==> config.mk <==
export PLATFORM = sky130hd
export DESIGN_NAME = prog_mem_ctrl
export DESIGN_NICKNAME = d
export VERILOG_FILES = /design/src/rtl/cpu_pkg.sv /design/src/rtl/btn_debounce.sv /design/src/rtl/prog_mem_ctrl.sv
export SDC_FILE = /design/constraint.sdc
export NUM_CORES = 1
export LEC_CHECK = 0
export ABC_AREA = 1
export CAP_MARGIN = 40
export CELL_PAD_IN_SITES_DETAIL_PLACEMENT = 0
export CELL_PAD_IN_SITES_GLOBAL_PLACEMENT = 1
export CORE_MARGIN = 3
export CORE_UTILIZATION = 45
export DETAILED_ROUTE_END_ITERATION = 16
export PLACE_DENSITY = 0.85
export REMOVE_ABC_BUFFERS = 1
export SETUP_SLACK_MARGIN = 0.3
export SYNTH_ARGS = -nofsm -noshare
export SYNTH_HDL_FRONTEND = slang
export SYNTH_SLANG_ARGS = --single-unit
==> constraint.sdc <==
create_clock -name clk -period 7.4 [get_ports clk]
set_input_delay 1.11 -clock clk [delete_from_list [all_inputs] [get_ports clk]]
set_output_delay 1.11 -clock clk [all_outputs]
set_load 0.02 [all_outputs]
==> src/rtl/cpu_pkg.sv <==
// Shared definitions for the program-memory loader: FSM encoding, bus widths
// and default timing parameters.
package cpu_pkg;

    localparam int ADDR_W = 8;
    localparam int DATA_W = 16;
    localparam int CNT_W  = 9;

    localparam logic [15:0] DEF_DEBOUNCE = 16'd50000;
    localparam logic [19:0] DEF_TIMEOUT  = 20'd100000;

    typedef enum logic [1:0] {
        LOAD_LO = 2'd0,
        LOAD_HI = 2'd1,
        WRITE   = 2'd2,
        RUN     = 2'd3
    } state_t;

endpackage

==> src/rtl/btn_debounce.sv <==
// Two-flop synchronizer plus debounce for an active-low pushbutton; emits a
// single-cycle press pulse per stable press, re-armed by a stable release.
module btn_debounce
    import cpu_pkg::*;
#(
    parameter logic [15:0] DEBOUNCE = DEF_DEBOUNCE
) (
    input  logic clk,
    input  logic reset,
    input  logic btn_n,
    output logic press
);

    localparam int SYNC_STAGES = 2;

    logic [SYNC_STAGES-1:0] sync_reg;
    logic [15:0]            low_cnt_reg;
    logic [15:0]            high_cnt_reg;
    logic                   armed_reg;
    logic                   btn_s;

    always_ff @(posedge clk or posedge reset) begin
        if (reset) sync_reg[0] <= 1'b1;
        else       sync_reg[0] <= btn_n;
    end

    generate
        for (genvar gi = 1; gi < SYNC_STAGES; gi++) begin : g_sync
            always_ff @(posedge clk or posedge reset) begin
                if (reset) sync_reg[gi] <= 1'b1;
                else       sync_reg[gi] <= sync_reg[gi-1];
            end
        end
    endgenerate

    assign btn_s = sync_reg[SYNC_STAGES-1];

    // Counters saturate at DEBOUNCE-1 so a long hold never wraps into a second event.
    always_ff @(posedge clk or posedge reset) begin
        if (reset) begin
            low_cnt_reg  <= 16'd0;
            high_cnt_reg <= 16'd0;
        end else if (btn_s) begin
            low_cnt_reg <= 16'd0;
            if (high_cnt_reg != DEBOUNCE - 16'd1)
                high_cnt_reg <= high_cnt_reg + 16'd1;
        end else begin
            high_cnt_reg <= 16'd0;
            if (low_cnt_reg != DEBOUNCE - 16'd1)
                low_cnt_reg <= low_cnt_reg + 16'd1;
        end
    end

    assign press = armed_reg && !btn_s && (low_cnt_reg == DEBOUNCE - 16'd1);

    always_ff @(posedge clk or posedge reset) begin
        if (reset)
            armed_reg <= 1'b1;
        else if (press)
            armed_reg <= 1'b0;
        else if (btn_s && (high_cnt_reg == DEBOUNCE - 16'd1))
            armed_reg <= 1'b1;
    end

endmodule

==> src/rtl/prog_mem_ctrl.sv <==
// Program-RAM loader: assembles UART byte pairs into 16-bit words, writes them
// sequentially, and hands the RAM port to the CPU when toggled into run mode.
module prog_mem_ctrl
    import cpu_pkg::*;
#(
    parameter logic [15:0] DEBOUNCE = DEF_DEBOUNCE,
    parameter logic [19:0] TIMEOUT  = DEF_TIMEOUT
) (
    input  logic              clk,
    input  logic              reset,
    input  logic              button,
    input  logic              rx_valid,
    input  logic [7:0]        rx_data,
    input  logic [ADDR_W-1:0] addrPC,
    output logic              mem_we,
    output logic [ADDR_W-1:0] mem_addr,
    output logic [DATA_W-1:0] mem_wdata,
    output logic              mode,
    output logic [CNT_W-1:0]  words_loaded,
    output logic              full,
    output logic              err_timeout
);

    localparam logic [CNT_W-1:0] WORDS_MAX = 9'd256;

    state_t              state_reg, state_next;
    logic [7:0]          lo_reg, hi_reg;
    logic [ADDR_W-1:0]   wr_ptr_reg;
    logic [CNT_W-1:0]    words_reg;
    logic                full_reg;
    logic                err_reg;
    logic [19:0]         tcnt_reg;
    logic                press;
    logic                timeout_hit;

    btn_debounce #(
        .DEBOUNCE (DEBOUNCE)
    ) u_deb (
        .clk   (clk),
        .reset (reset),
        .btn_n (button),
        .press (press)
    );

    assign timeout_hit = (tcnt_reg == TIMEOUT - 20'd1);

    always_ff @(posedge clk or posedge reset) begin
        if (reset) state_reg <= LOAD_LO;
        else       state_reg <= state_next;
    end

    // A press always wins over a same-cycle byte; WRITE still issues its write first.
    always_comb begin
        state_next = state_reg;
        case (state_reg)
            LOAD_LO: begin
                if (press)                     state_next = RUN;
                else if (rx_valid && !full_reg) state_next = LOAD_HI;
            end
            LOAD_HI: begin
                if (press)            state_next = RUN;
                else if (rx_valid)    state_next = WRITE;
                else if (timeout_hit) state_next = LOAD_LO;
            end
            WRITE: begin
                if (press) state_next = RUN;
                else       state_next = LOAD_LO;
            end
            RUN: begin
                if (press) state_next = LOAD_LO;
            end
            default: state_next = LOAD_LO;
        endcase
    end

    always_comb begin
        mem_we    = (state_reg == WRITE);
        mode      = (state_reg == RUN);
        mem_addr  = (state_reg == RUN) ? addrPC : wr_ptr_reg;
        mem_wdata = {hi_reg, lo_reg};
    end

    always_ff @(posedge clk or posedge reset) begin
        if (reset) begin
            lo_reg     <= 8'd0;
            hi_reg     <= 8'd0;
            wr_ptr_reg <= '0;
            words_reg  <= '0;
            full_reg   <= 1'b0;
            err_reg    <= 1'b0;
            tcnt_reg   <= 20'd0;
        end else begin
            case (state_reg)
                LOAD_LO: begin
                    tcnt_reg <= 20'd0;
                    if (!press && rx_valid && !full_reg)
                        lo_reg <= rx_data;
                end
                LOAD_HI: begin
                    if (!press) begin
                        if (rx_valid)
                            hi_reg <= rx_data;
                        else if (timeout_hit)
                            err_reg <= 1'b1;
                        else
                            tcnt_reg <= tcnt_reg + 20'd1;
                    end
                end
                WRITE: begin
                    wr_ptr_reg <= wr_ptr_reg + 1'b1;
                    if (words_reg != WORDS_MAX)
                        words_reg <= words_reg + 1'b1;
                    if (wr_ptr_reg == {ADDR_W{1'b1}})
                        full_reg <= 1'b1;
                end
                RUN: begin
                    if (press) begin
                        wr_ptr_reg <= '0;
                        words_reg  <= '0;
                        full_reg   <= 1'b0;
                        err_reg    <= 1'b0;
                    end
                end
                default: ;
            endcase
        end
    end

    assign words_loaded = words_reg;
    assign full         = full_reg;
    assign err_timeout  = err_reg;

endmodule

==> flow_summary.toml <==
[layout]
diodes = 0
multi_input_area_sq_mm = 0.00257
design_area_sq_mm = 0.00619
syn_to_final_growth_pct = 18.1
seqCellArea_sq_mm = 0.00231
nets = 799
largest_register_ffs = 20
fill_cells = 1064
drive_above_1_share_pct = 5.66

[cts]
cts_hold_buf = 0
cts-resized-gates = 0
post-cts-setup-buffers = 0
clk_latency_ps = 350
numCtsBuffers = 9
clkTransAtPathRegs_ps = 60
htreeDepth = 3
clock-sinks = 92
root_buffer = "clkbuf_16"
tritoncts = "built"
cts_buffer_depth = 2

[floorplan]
ios = 57
die_w_um = 114
die_area_sq_mm = 0.0130
start_util_pct = 47.1
core_area_sq_mm = 0.0111
fp-row-count = 38
die_h_um = 114

[timing]
hold_viol = 0
setup_viol = 0
max_slew_margin_pct = 43.2
rsz0062_at_grt = "no"
finalCriticalPeriod_ps = 3700
fmax_mhz = 270
worst_pin_slew_ps = 850
final.setup_skew_ps = 7.14
period_share_pct = 50.0
setup_ws_ps = 3700
slew_viol_final = 0
tns_ps = 0

[min_path]
worstHoldPathCells = 0
min_path_type = "register to register"

[setup_path]
slowest_stage = "clkdlybuf4s50_1"
worstSetupPathType = "register to output port"
critPathMaxFanout = 21
crit_chain = "nand2_1, inv_1, o21ai_0, clkdlybuf4s50_1"
cp_slowest_stage_delay_ps = 640
crit_required_ps = 6290
cp.arrival_ps = 2590
crit_path_start_kind = "register"
worst-r2r-cell-count = 7
endpoint_kind = "output port"

[synth]
yosys_warnings = 0
ys_seq_area_share_pct = 44.0
netlist_area_sq_mm = 0.00524
synth_top_area_share_pct = 42.5
synth-seq-cells = 92
synth_cell_types = 36
synth.area.top_cells = "dfrtp_1, nand2_1, nor2_1"
postSynthCellCount = 723
syn_avg_cell_area_sq_um = 7.25
netlist.top_cell.by_area = "dfrtp_1"

[power]
internal-power_mw = 0.820
p_total_mw = 1.04
max-vdd-ir-drop_mv = 0.144
swShare_pct = 20.9
power_density_mw_per_mm2 = 167
leakage_nw = 2.72
comb_power_share_pct = 3.7
p_switching_mw = 0.216
seq_power_share_pct = 49.4
clkPwrFrac_pct = 46.9

[drt]
route.detailed.drc = 0
routed_wire_length_per_instance_um = 12.9
drtIter0Drc = 347
wirelength_um = 11800
antenna_left = 0
vias = 4718
vias_per_cell = 5.14
detail_route.first_pass.iterations = 5

[run_status]
status = "finished, final reports clean"

[placed_design]
hpwlAfterDp_um = 8330
port_buffers = 56
place_area_sq_mm = 0.00588
place_congestion = 0.875
dp_slack_ps = 3930

[grt]
antenna_found_initial = 0
grt.total_usage_pct = 19.8
grt_max_degree = 65
grt_pass1_vias = 4532
grt_overflow = 0
grt_pass1_wl_um = 21200

[run]
maxCapViolCount = 0
## per-layer routing
metal,track usage [%],part of all wire [%],up-vias
li1,-,-,2424
met1,27.3,48,2201
met2,31.4,47,83
met3,4.35,3.9,10
met4,5.94,1.2,0
met5,0,0,-
## kinds of logic (layout without fill, tap and decap cells)
kind of cell | Yosys count | count (layout) | share of synthesized area [%]
and+or+nand+nor | 438 | 438 | 36.3
adders and majority gates | 6 | 6 | 1.43
buffers and inverters | 87 | 142 | 6.85
xor gates and xnor gates | 17 | 17 | 2.84
DFF | 92 | 92 | 44.0
AOI/OAI and AO/OA | 83 | 83 | 8.57
## cell usage after synthesis (all sizes together)
cell,count
xor2,12
nand2,221
dfstp,3
and2,2
o21ai,55
a31oi,4
o31ai,1
ha,6
nand3,65
buf,11
nor2,111
inv,69
a2bb2oi,1
dfrtp,89
nor4,2
clkbuf,7
or2,2
a21oi,22
nand4,12
nor3b,2
xnor2,5
nor3,19
nand3b,2
## through the flow
step / cells / hold slack (ps) / util [%]
2_1_floorplan: 705 / 345 / -
3_3_place_gp: 902 / 348 / 52.9
3_5_place_dp: 902 / 348 / 52.9
4_1_cts: 918 / 358 / 55.6
5_1_grt: 918 / 364 / 55.6
6_report: 918 / 358 / 55.6
## power by group through the flow
stage | combinational [mW] | clock, mW | sequential [mW]
final | 0.0385 | 0.486 | 0.511
after global routing | 0.0441 | 0.521 | 0.512
after CTS | 0.0400 | 0.499 | 0.511
after detailed placement | 0.0398 | 0 | 0.521
after global placement | 0.0389 | 0 | 0.521
after floorplan | 0.0193 | 0 | 0.519
## worst paths after layout
| check | startpoint | end | slack (ps) |
|---|---|---|---|
| hold / removal | u_deb.sync_reg[0]$_DFF_PP1_ | u_deb.btn_s$_DFF_PP1_ | 360 |
| setup reg to reg | state_reg[1]$_DFFE_PP0P_ | wr_ptr_reg[6]$_DFFE_PP0P_ | 5190 |
| min in group asynchronous | reset | u_deb.low_cnt_reg[10]$_DFFE_PP0P_ | 1100 |
| hold reg to reg | u_deb.sync_reg[0]$_DFF_PP1_ | u_deb.btn_s$_DFF_PP1_ | 360 |
| max in group asynchronous | reset | tcnt_reg[5]$_DFFE_PP0P_ | 5110 |
| setup / recovery | state_reg[1]$_DFFE_PP0P_ | mem_addr[5] | 3700 |
## area by class of cell
class	instances	area share [%]
sequential	92	37.3
tap	140	2.83
clock buffer	13	3.88
multi-input combinational	544	41.6
clock inverter	3	1.05
timing repair buffer	57	9.18
inverter	69	4.20
## worst max-delay path: cells and delay by family, from the launching register on
family                 cells  cell delay [ps]
DFF                        1              410
and+or+nand+nor            1              440
buffers and inverters      2             1090
AOI/OAI and AO/OA          1              300
## layout by cell type (no fill, tap or decap), types with 3 or more instances in the layout
| master | Yosys | final |
|---|---|---|
| nand4_1 | 10 | 10 |
| xnor2_1 | 5 | 5 |
| ha_1 | 6 | 6 |
| dfstp_2 | 3 | 3 |
| clkbuf_16 | 0 | 9 |
| clkdlybuf4s50_1 | 0 | 56 |
| a21oi_1 | 22 | 22 |
| nand3_1 | 63 | 63 |
| inv_1 | 67 | 66 |
| o21ai_1 | 6 | 6 |
| dfrtp_1 | 89 | 89 |
| a31oi_1 | 4 | 4 |
| nand2_1 | 215 | 215 |
| xor2_1 | 12 | 12 |
| nor2_2 | 4 | 4 |
| o21ai_0 | 43 | 43 |
| o21ai_2 | 6 | 6 |
| nand2_2 | 4 | 4 |
| nor3_1 | 18 | 18 |
| clkbuf_1 | 7 | 4 |
| nor2_1 | 105 | 105 |
Note: power is estimated with default switching activity, not from simulation.
